==> src/rtl/bram_lsu_if.sv <==
// ---------------------------------------------------------------------------
// bram_lsu_if
// CPU-side request/response bundle of the block-RAM load/store unit.
//   req_valid/req_ready  request handshake, accept = valid & ready
//   req_write            1 = store, 0 = load
//   req_size             00 byte, 01 half, 10/11 word
//   req_signed           sign-extend loads when 1
//   req_addr             byte address (little-endian lanes)
//   req_wdata            store data, right-aligned
//   resp_valid           one-cycle completion pulse, no back-pressure
//   resp_rdata           extended load data, 0 for stores
//   resp_error           misalignment flag
// master = CPU memory stage, slave = LSU.
// ---------------------------------------------------------------------------
interface bram_lsu_if #(
  parameter int ADDR_WIDTH = 11
);
  logic                  req_valid;
  logic                  req_ready;
  logic                  req_write;
  logic [1:0]            req_size;
  logic                  req_signed;
  logic [ADDR_WIDTH-1:0] req_addr;
  logic [31:0]           req_wdata;
  logic                  resp_valid;
  logic [31:0]           resp_rdata;
  logic                  resp_error;

  modport master (
    output req_valid, req_write, req_size, req_signed, req_addr, req_wdata,
    input  req_ready, resp_valid, resp_rdata, resp_error
  );

  modport slave (
    input  req_valid, req_write, req_size, req_signed, req_addr, req_wdata,
    output req_ready, resp_valid, resp_rdata, resp_error
  );
endinterface

==> src/rtl/bram_lsu.sv <==
// ---------------------------------------------------------------------------
// bram_lsu
// Load/store unit between the CPU memory stage and a single-port, word-wide
// block RAM (1-cycle registered read, no byte enables). Sub-word stores are
// performed as read-modify-write.
// Ports:
//   clock, reset   single clock, synchronous active-high reset
//   bus            bram_lsu_if.slave, request/response bundle
//   ram_enable     RAM port enable
//   write_enable   RAM write strobe
//   ram_address    RAM word address
//   ram_in_data    RAM write data
//   ram_out_data   RAM read data (valid the cycle after an enabled read)
// Build option: define LSU_ALIGN_CHECK_EN to flag misaligned half/word
// accesses with resp_error instead of silently ignoring the low address bits.
// ---------------------------------------------------------------------------
module bram_lsu #(
  parameter int RAM_WIDTH     = 32,
  parameter int RAM_ADDR_BITS = 9,
  parameter int ADDR_WIDTH    = RAM_ADDR_BITS + 2
) (
  input  logic                     clock,
  input  logic                     reset,
  bram_lsu_if.slave                bus,
  output logic                     ram_enable,
  output logic                     write_enable,
  output logic [RAM_ADDR_BITS-1:0] ram_address,
  output logic [RAM_WIDTH-1:0]     ram_in_data,
  input  logic [RAM_WIDTH-1:0]     ram_out_data
);

  typedef enum logic [2:0] {IDLE, RD_ISSUE, RD_CAPT, WR_ISSUE, RESP} state_t;

  state_t      state, state_n;
  logic        accept;
  logic        misaligned;
  logic        wr_q;
  logic [1:0]  size_q;
  logic        signed_q;
  logic [1:0]  lane_q;
  logic [15:0] wdata_q;
  logic        resp_valid_q;
  logic [31:0] resp_rdata_q;

  // Pick the addressed lane out of a RAM word and extend it to 32 bits.
  function automatic logic [31:0] extract_lane(input logic [31:0] word,
                                               input logic [1:0]  size,
                                               input logic        sgn,
                                               input logic [1:0]  lane);
    logic [7:0]  b;
    logic [15:0] h;
    b = word[{lane, 3'b000} +: 8];
    h = word[{lane[1], 4'b0000} +: 16];
    case (size)
      2'b00:   extract_lane = sgn ? {{24{b[7]}}, b} : {24'h0, b};
      2'b01:   extract_lane = sgn ? {{16{h[15]}}, h} : {16'h0, h};
      default: extract_lane = word;
    endcase
  endfunction

  // Overlay the store lane onto the old word; all other lanes are preserved.
  function automatic logic [31:0] merge_lane(input logic [31:0] old,
                                             input logic [15:0] wd,
                                             input logic [1:0]  size,
                                             input logic [1:0]  lane);
    merge_lane = old;
    if (size == 2'b00)
      merge_lane[{lane, 3'b000} +: 8] = wd[7:0];
    else
      merge_lane[{lane[1], 4'b0000} +: 16] = wd;
  endfunction

  assign accept = bus.req_valid & bus.req_ready;

`ifdef LSU_ALIGN_CHECK_EN
  assign misaligned = ((bus.req_size == 2'b01) && bus.req_addr[0]) ||
                      (bus.req_size[1] && (bus.req_addr[1:0] != 2'b00));
`else
  assign misaligned = 1'b0;
`endif

  // Control outputs are decoded from state and gated off during reset.
  assign bus.req_ready = !reset && (state == IDLE);
  assign ram_enable    = !reset && ((state == RD_ISSUE) || (state == WR_ISSUE));
  assign write_enable  = !reset && (state == WR_ISSUE);
  assign bus.resp_valid = resp_valid_q;
  assign bus.resp_rdata = resp_rdata_q;

  always_ff @(posedge clock) begin
    if (reset) state <= IDLE;
    else       state <= state_n;
  end

  always_comb begin
    state_n = state;
    case (state)
      IDLE: begin
        if (accept) begin
          if (misaligned)                          state_n = RESP;
          else if (bus.req_write && bus.req_size[1]) state_n = WR_ISSUE;
          else                                     state_n = RD_ISSUE;
        end
      end
      RD_ISSUE: state_n = RD_CAPT;
      RD_CAPT:  state_n = wr_q ? WR_ISSUE : RESP;
      WR_ISSUE: state_n = RESP;
      RESP:     state_n = IDLE;
      default:  state_n = IDLE;
    endcase
  end

  // Request capture at accept; read data is consumed in RD_CAPT either as the
  // load result or as the base word of a read-modify-write.
  always_ff @(posedge clock) begin
    if (accept) begin
      wr_q     <= bus.req_write;
      size_q   <= bus.req_size;
      signed_q <= bus.req_signed;
      lane_q   <= bus.req_addr[1:0];
      wdata_q  <= bus.req_wdata[15:0];
    end
  end

  always_ff @(posedge clock) begin
    if (reset) begin
      resp_valid_q <= 1'b0;
      resp_rdata_q <= 32'h0;
      ram_address  <= '0;
      ram_in_data  <= '0;
    end else begin
      resp_valid_q <= (state_n == RESP);
      if (accept) begin
        ram_address <= bus.req_addr[ADDR_WIDTH-1:2];
        if (bus.req_write && bus.req_size[1])
          ram_in_data <= bus.req_wdata;
        if (misaligned)
          resp_rdata_q <= 32'h0;
      end
      if (state == RD_CAPT) begin
        if (wr_q) ram_in_data  <= merge_lane(ram_out_data, wdata_q, size_q, lane_q);
        else      resp_rdata_q <= extract_lane(ram_out_data, size_q, signed_q, lane_q);
      end
      if (state == WR_ISSUE)
        resp_rdata_q <= 32'h0;
    end
  end

`ifdef LSU_ALIGN_CHECK_EN
  logic resp_error_q;

  // Error flag is set only on the direct IDLE->RESP path and cleared by any
  // normal completion, so it holds between responses.
  always_ff @(posedge clock) begin
    if (reset) begin
      resp_error_q <= 1'b0;
    end else begin
      if (accept && misaligned)              resp_error_q <= 1'b1;
      else if (state_n == RESP && !accept)   resp_error_q <= 1'b0;
    end
  end

  assign bus.resp_error = resp_error_q;
`else
  assign bus.resp_error = 1'b0;
`endif

endmodule

==> src/flat_wrapper.sv <==
// flat-port wrapper written by rule: the top's interface ports become plain ports
module bram_lsu_flat 
#(
  parameter int RAM_WIDTH     = 32,
  parameter int RAM_ADDR_BITS = 9,
  parameter int ADDR_WIDTH    = RAM_ADDR_BITS + 2
)
  (clock, reset, ram_enable, write_enable, ram_address, ram_in_data, ram_out_data, bus_req_valid, bus_req_write, bus_req_size, bus_req_signed, bus_req_addr, bus_req_wdata, bus_req_ready, bus_resp_valid, bus_resp_rdata, bus_resp_error);
  bram_lsu_if #(.ADDR_WIDTH(ADDR_WIDTH)) bus_i ();
  input  logic clock;
  input  logic reset;
  output logic ram_enable;
  output logic write_enable;
  output logic [RAM_ADDR_BITS-1:0] ram_address;
  output logic [RAM_WIDTH-1:0] ram_in_data;
  input  logic [RAM_WIDTH-1:0] ram_out_data;
  input wire logic [$bits(bus_i.req_valid)-1:0] bus_req_valid;
  input wire logic [$bits(bus_i.req_write)-1:0] bus_req_write;
  input wire logic [$bits(bus_i.req_size)-1:0] bus_req_size;
  input wire logic [$bits(bus_i.req_signed)-1:0] bus_req_signed;
  input wire logic [$bits(bus_i.req_addr)-1:0] bus_req_addr;
  input wire logic [$bits(bus_i.req_wdata)-1:0] bus_req_wdata;
  output wire logic [$bits(bus_i.req_ready)-1:0] bus_req_ready;
  output wire logic [$bits(bus_i.resp_valid)-1:0] bus_resp_valid;
  output wire logic [$bits(bus_i.resp_rdata)-1:0] bus_resp_rdata;
  output wire logic [$bits(bus_i.resp_error)-1:0] bus_resp_error;
  assign bus_i.req_valid = bus_req_valid;
  assign bus_i.req_write = bus_req_write;
  assign bus_i.req_size = bus_req_size;
  assign bus_i.req_signed = bus_req_signed;
  assign bus_i.req_addr = bus_req_addr;
  assign bus_i.req_wdata = bus_req_wdata;
  assign bus_req_ready = bus_i.req_ready;
  assign bus_resp_valid = bus_i.resp_valid;
  assign bus_resp_rdata = bus_i.resp_rdata;
  assign bus_resp_error = bus_i.resp_error;
  bram_lsu #(.RAM_WIDTH(RAM_WIDTH), .RAM_ADDR_BITS(RAM_ADDR_BITS), .ADDR_WIDTH(ADDR_WIDTH)) u_core (.clock(clock), .reset(reset), .bus(bus_i), .ram_enable(ram_enable), .write_enable(write_enable), .ram_address(ram_address), .ram_in_data(ram_in_data), .ram_out_data(ram_out_data));
endmodule
==> config.mk <==
export PLATFORM = sky130hd
export DESIGN_NAME = bram_lsu_flat
export DESIGN_NICKNAME = d
export VERILOG_FILES = /design/src/rtl/bram_lsu_if.sv /design/src/rtl/bram_lsu.sv /design/src/flat_wrapper.sv
export SDC_FILE = /design/constraint.sdc
export NUM_CORES = 1
export LEC_CHECK = 0
export CAP_MARGIN = 20
export CORE_ASPECT_RATIO = 0.75
export CORE_UTILIZATION = 30
export CTS_CLUSTER_DIAMETER = 120
export DETAILED_ROUTE_END_ITERATION = 8
export GPL_ROUTABILITY_DRIVEN = 0
export GPL_TIMING_DRIVEN = 1
export PLACE_DENSITY_LB_ADDON = 0.3
export SLEW_MARGIN = 20
export SYNTH_ARGS = -nofsm -noshare
export SYNTH_HDL_FRONTEND = slang
export SYNTH_SLANG_ARGS = --single-unit
==> constraint.sdc <==
create_clock -name clock -period 2.6 [get_ports clock]
set_input_delay 0.52 -clock clock [delete_from_list [all_inputs] [get_ports clock]]
set_output_delay 0.52 -clock clock [all_outputs]
set_load 0.02 [all_outputs]
==> summary.md <==
| Metric | Value |
|---|---|
| Boundary Pins | `160` |
| Max stage delay cell, worst path | `clkdlybuf4s50_1` |
| Critical Path RT | `2.08 ns` |
| Synth Area per Inst | `8.67 um^2` |
| Die X | `148 um` |
| P_leak | `2.42 nW` |
| Initial antenna violation count | `0` |
| Clock share of power | `33.6%` |
| Full die area | `16400 um^2` |
| GRT Util Overall | `20.9%` |
| Setup Viol. Count Final | `0` |
| Max VDD drop | `0.336 mV` |
| Area share of the largest cell type after synthesis | `32.3%` |
| Synth unique cells | `52` |
| Largest fanout on the critical path | `19` |
| Psw | `1.03 mW` |
| Total core area | `15400 um^2` |
| CP cell instances | `clkdlybuf4s50_1 -> buf_12 -> nor4_4 -> clkdlybuf4s50_1` |
| Clk sinks | `99` |
| Wire length per cell | `19.0 um` |
| Top Layer Used | `met4` |
| Reg clk slew, reported paths | `0.07 ns` |
| Tmin final | `2.52 ns` |
| Status | `complete, no violations` |
| Largest net degree at the start of global routing | `50` |
| Cell Pwr Density | `542 nW/um^2` |
| Leading area contributor after synthesis | `dfxtp_1` |
| CTS buffer count | `9` |
| M1 wire length | `8000 um` |
| Drt via density | `5.45` |
| RSZ-0062 raised after global routing | `false` |
| Root buf cell | `clkbuf_16` |
| Nets | `775` |
| Achievable Freq | `0.396 GHz` |
| Post-synth EDFFs | `22` |
| First-pass GRT wire length | `26300 um` |
| Cell family with most CP delay | `buffers and inverters` |
| Most frequent cell on the critical path | `clkdlybuf4s50_1` |
| Share of cells above drive strength 1 | `6.78%` |
| # DRC | `0` |
| Total Negative Setup Slacks | `0 ns` |
| Slew HR | `49.1%` |
| Net Sw Frac | `27.7%` |
| Setup crit end kind | `output pin` |
| Flop pwr share | `46.5%` |
| Internal | `2.69 mW` |
| Crit path kind | `input pin to output pin` |
| ANT cells | `0` |
| Gate power share | `19.9%` |
| Layout area overhead | `43.7%` |
| Cell row count | `39` |
| Final total power | `3.71 mW` |
| Crit start category | `input pin` |
| Die Y | `111 um` |
| DRC marker count from the first detailed-route iteration | `757` |
| Overall routed net length | `17100 um` |
| Post-Syn Instances | `550` |
| Clock Skew | `0.00611 ns` |
| CTS tree | `done` |
| WL met2 | `7280 um` |
| Synth top area cells | `dfxtp_1 32%, edfxtp_1 14%, nand2_1 10%` |
| Data arrival time of the critical path | `2.00 ns` |
| Ys flop type | `dfxtp_1` |
| #FFs+latches synth | `99` |
| Worst Tran Pin Value | `0.758 ns` |
| Clock Tree Buf Depth | `2` |
| Drt first pass iters | `6` |
| Antenna-violating nets left | `0` |
| Critical path buffers and inverters | `3` |
| Final hold vios | `0` |
| Max Cap Viol | `0` |
| YS warnings | `0` |
| Vias in the first global route | `4676` |
| I/O Buffers | `158` |
| Hold crit path type | `flop to flop` |
| Worst-skew pair later-pin latency | `0.35 ns` |
| Initial cell density of the core | `31.0%` |
| Hpwl dp | `12400 um` |
| Ys async rst share | `0%` |
| Post-CTS Hold Buffers | `0` |
| Routed vias | `4895` |
| GR Overflow Total | `0` |
| Mapped Area | `4770 um^2` |
| Sequential area share after synthesis | `46.2%` |
| Syn Nets | `637` |
| H-tree depth | `3` |
| CP peak stage delay | `0.64 ns` |
| Met3 WL | `1640 um` |
| Final period util | `97.1%` |
| Pins Over Slew Limit | `0` |
area by class of cell:
class / instances / area (um^2)
repair buffers: 176 / 1770
fillers: 1498 / 8520
flip-flops and latches: 99 / 2200
inverters: 28 / 105
clock buffers: 12 / 246
multi-input cells: 374 / 2250
clock inverters: 4 / 25.0
well taps: 205 / 256
worst paths after layout:
path | from | end | slack (ns) | depth (start not counted)
worst max-delay path | reset | bus_req_ready | 0.08 | 4
worst min-delay path | u_core.ram_address[3]$_SDFFE_PP0N_ | u_core.ram_address[3]$_SDFFE_PP0N_ | 0.45 | 2
worst max register to register | u_core.lane_q[1]$_DFFE_PN_ | u_core.ram_in_data[25]$_SDFF_PP0_ | 0.32 | 6
worst min register to register | u_core.ram_address[3]$_SDFFE_PP0N_ | u_core.ram_address[3]$_SDFFE_PP0N_ | 0.45 | 2
registers in the layout, summed over array words and instances (netlist names):
signal                 count
u_core.bus.resp_rdata     32
u_core.ram_address         9
u_core.wdata_q            16
u_core.state               3
u_core.lane_q              2
u_core.wr_q                1
u_core.size_q              2
u_core.signed_q            1
u_core.ram_in_data        32
u_core.bus.resp_valid      1
cells in the final DEF, fill, tap and decap left out, types with 2 or more instances in the layout:
master           count
a211oi_1             2
a211oi_2             2
a21oi_1             57
a221oi_1            16
a222oi_1             7
a311oi_1            16
a31oi_1             16
buf_12               4
buf_4               14
clkbuf_1             2
clkbuf_16            9
clkdlybuf4s50_1    158
clkinv_2             2
dfxtp_1             77
edfxtp_1            22
ha_1                 5
inv_1               27
mux2i_1             11
nand2_1            129
nand3_1              8
nor2_1               6
nor2b_1              3
nor4b_1              2
o211ai_1            15
o21ai_0             32
o221ai_1            16
o22ai_2              2
or4bb_1              2
cells in the mapped netlist (all sizes together), types with 2 or more instances:
cell type / n
a211oi: 4
a21oi: 57
a221oi: 16
a222oi: 7
a311oi: 16
a31oi: 17
buf: 28
clkbuf: 21
dfxtp: 77
edfxtp: 22
ha: 5
inv: 27
mux2i: 11
nand2: 129
nand3: 8
nand4bb: 2
nor2: 6
nor2b: 4
nor4b: 3
o211ai: 15
o21ai: 33
o221ai: 16
o22ai: 3
or4bb: 2
cells by family after synthesis:
| logic type | after synthesis | share of synthesized area (%) |
|---|---|---|
| AOI/OAI and AO/OA | 192 | 27.5 |
| adders and majority gates | 5 | 1.31 |
| buffers and inverters | 77 | 7.16 |
| DFF | 99 | 46.2 |
| muxes | 11 | 2.31 |
| other | 1 | 0.0787 |
| and+or+nand+nor | 165 | 15.4 |
metal layers:
metal | vias to the layer above | GRT usage, %
met3 | 10 | 5.14
met2 | 251 | 30.2
met4 | 0 | 4.95
li1 | 2298 | -
met1 | 2336 | 30.7
met5 | - | 0
timing repair:
| action | CTS | global route |
|---|---|---|
| endpoints found under the setup margin | 0 | 1 |
| setup buffers | 0 | 0 |
| resized for setup | 0 | 1 |
stage by stage:
| step | hold slack (ns) | setup WS (ns) | instance area [um^2] | instances | util (%) |
|---|---|---|---|---|---|
| after floorplan | 0.535 | 0.494 | 4770 | 550 | - |
| after global placement | 0.447 | 0.106 | 6570 | 882 | 42.8 |
| after detailed placement | 0.446 | 0.0579 | 6570 | 882 | 42.8 |
| after CTS | 0.455 | 0.0502 | 6840 | 898 | 44.5 |
| after global routing | 0.490 | 0.0178 | 6850 | 898 | 44.6 |
| final | 0.454 | 0.0763 | 6850 | 898 | 44.6 |
power by group through the flow:
stage | Sequential, mW | Clock [mW] | Combinational [mW]
detailed placement | 1.76 | 0 | 0.732
finish | 1.72 | 1.25 | 0.740
global route | 1.73 | 1.34 | 0.790
global placement | 1.75 | 0 | 0.716
CTS | 1.72 | 1.27 | 0.736
floorplan | 1.81 | 0 | 0.282
worst register-to-register path, delay by kind of cell, from the launching register on:
family | cells | cell delay, ns
adder cells (fa/ha/maj) | 1 | 0.43
buffers and inverters | 1 | 0.27
AND/OR/NAND/NOR | 1 | 0.40
AO/OA/AOI/OAI | 3 | 0.75
flip-flops | 1 | 0.34
No activity file was read; power rests on OpenSTA's default activity.
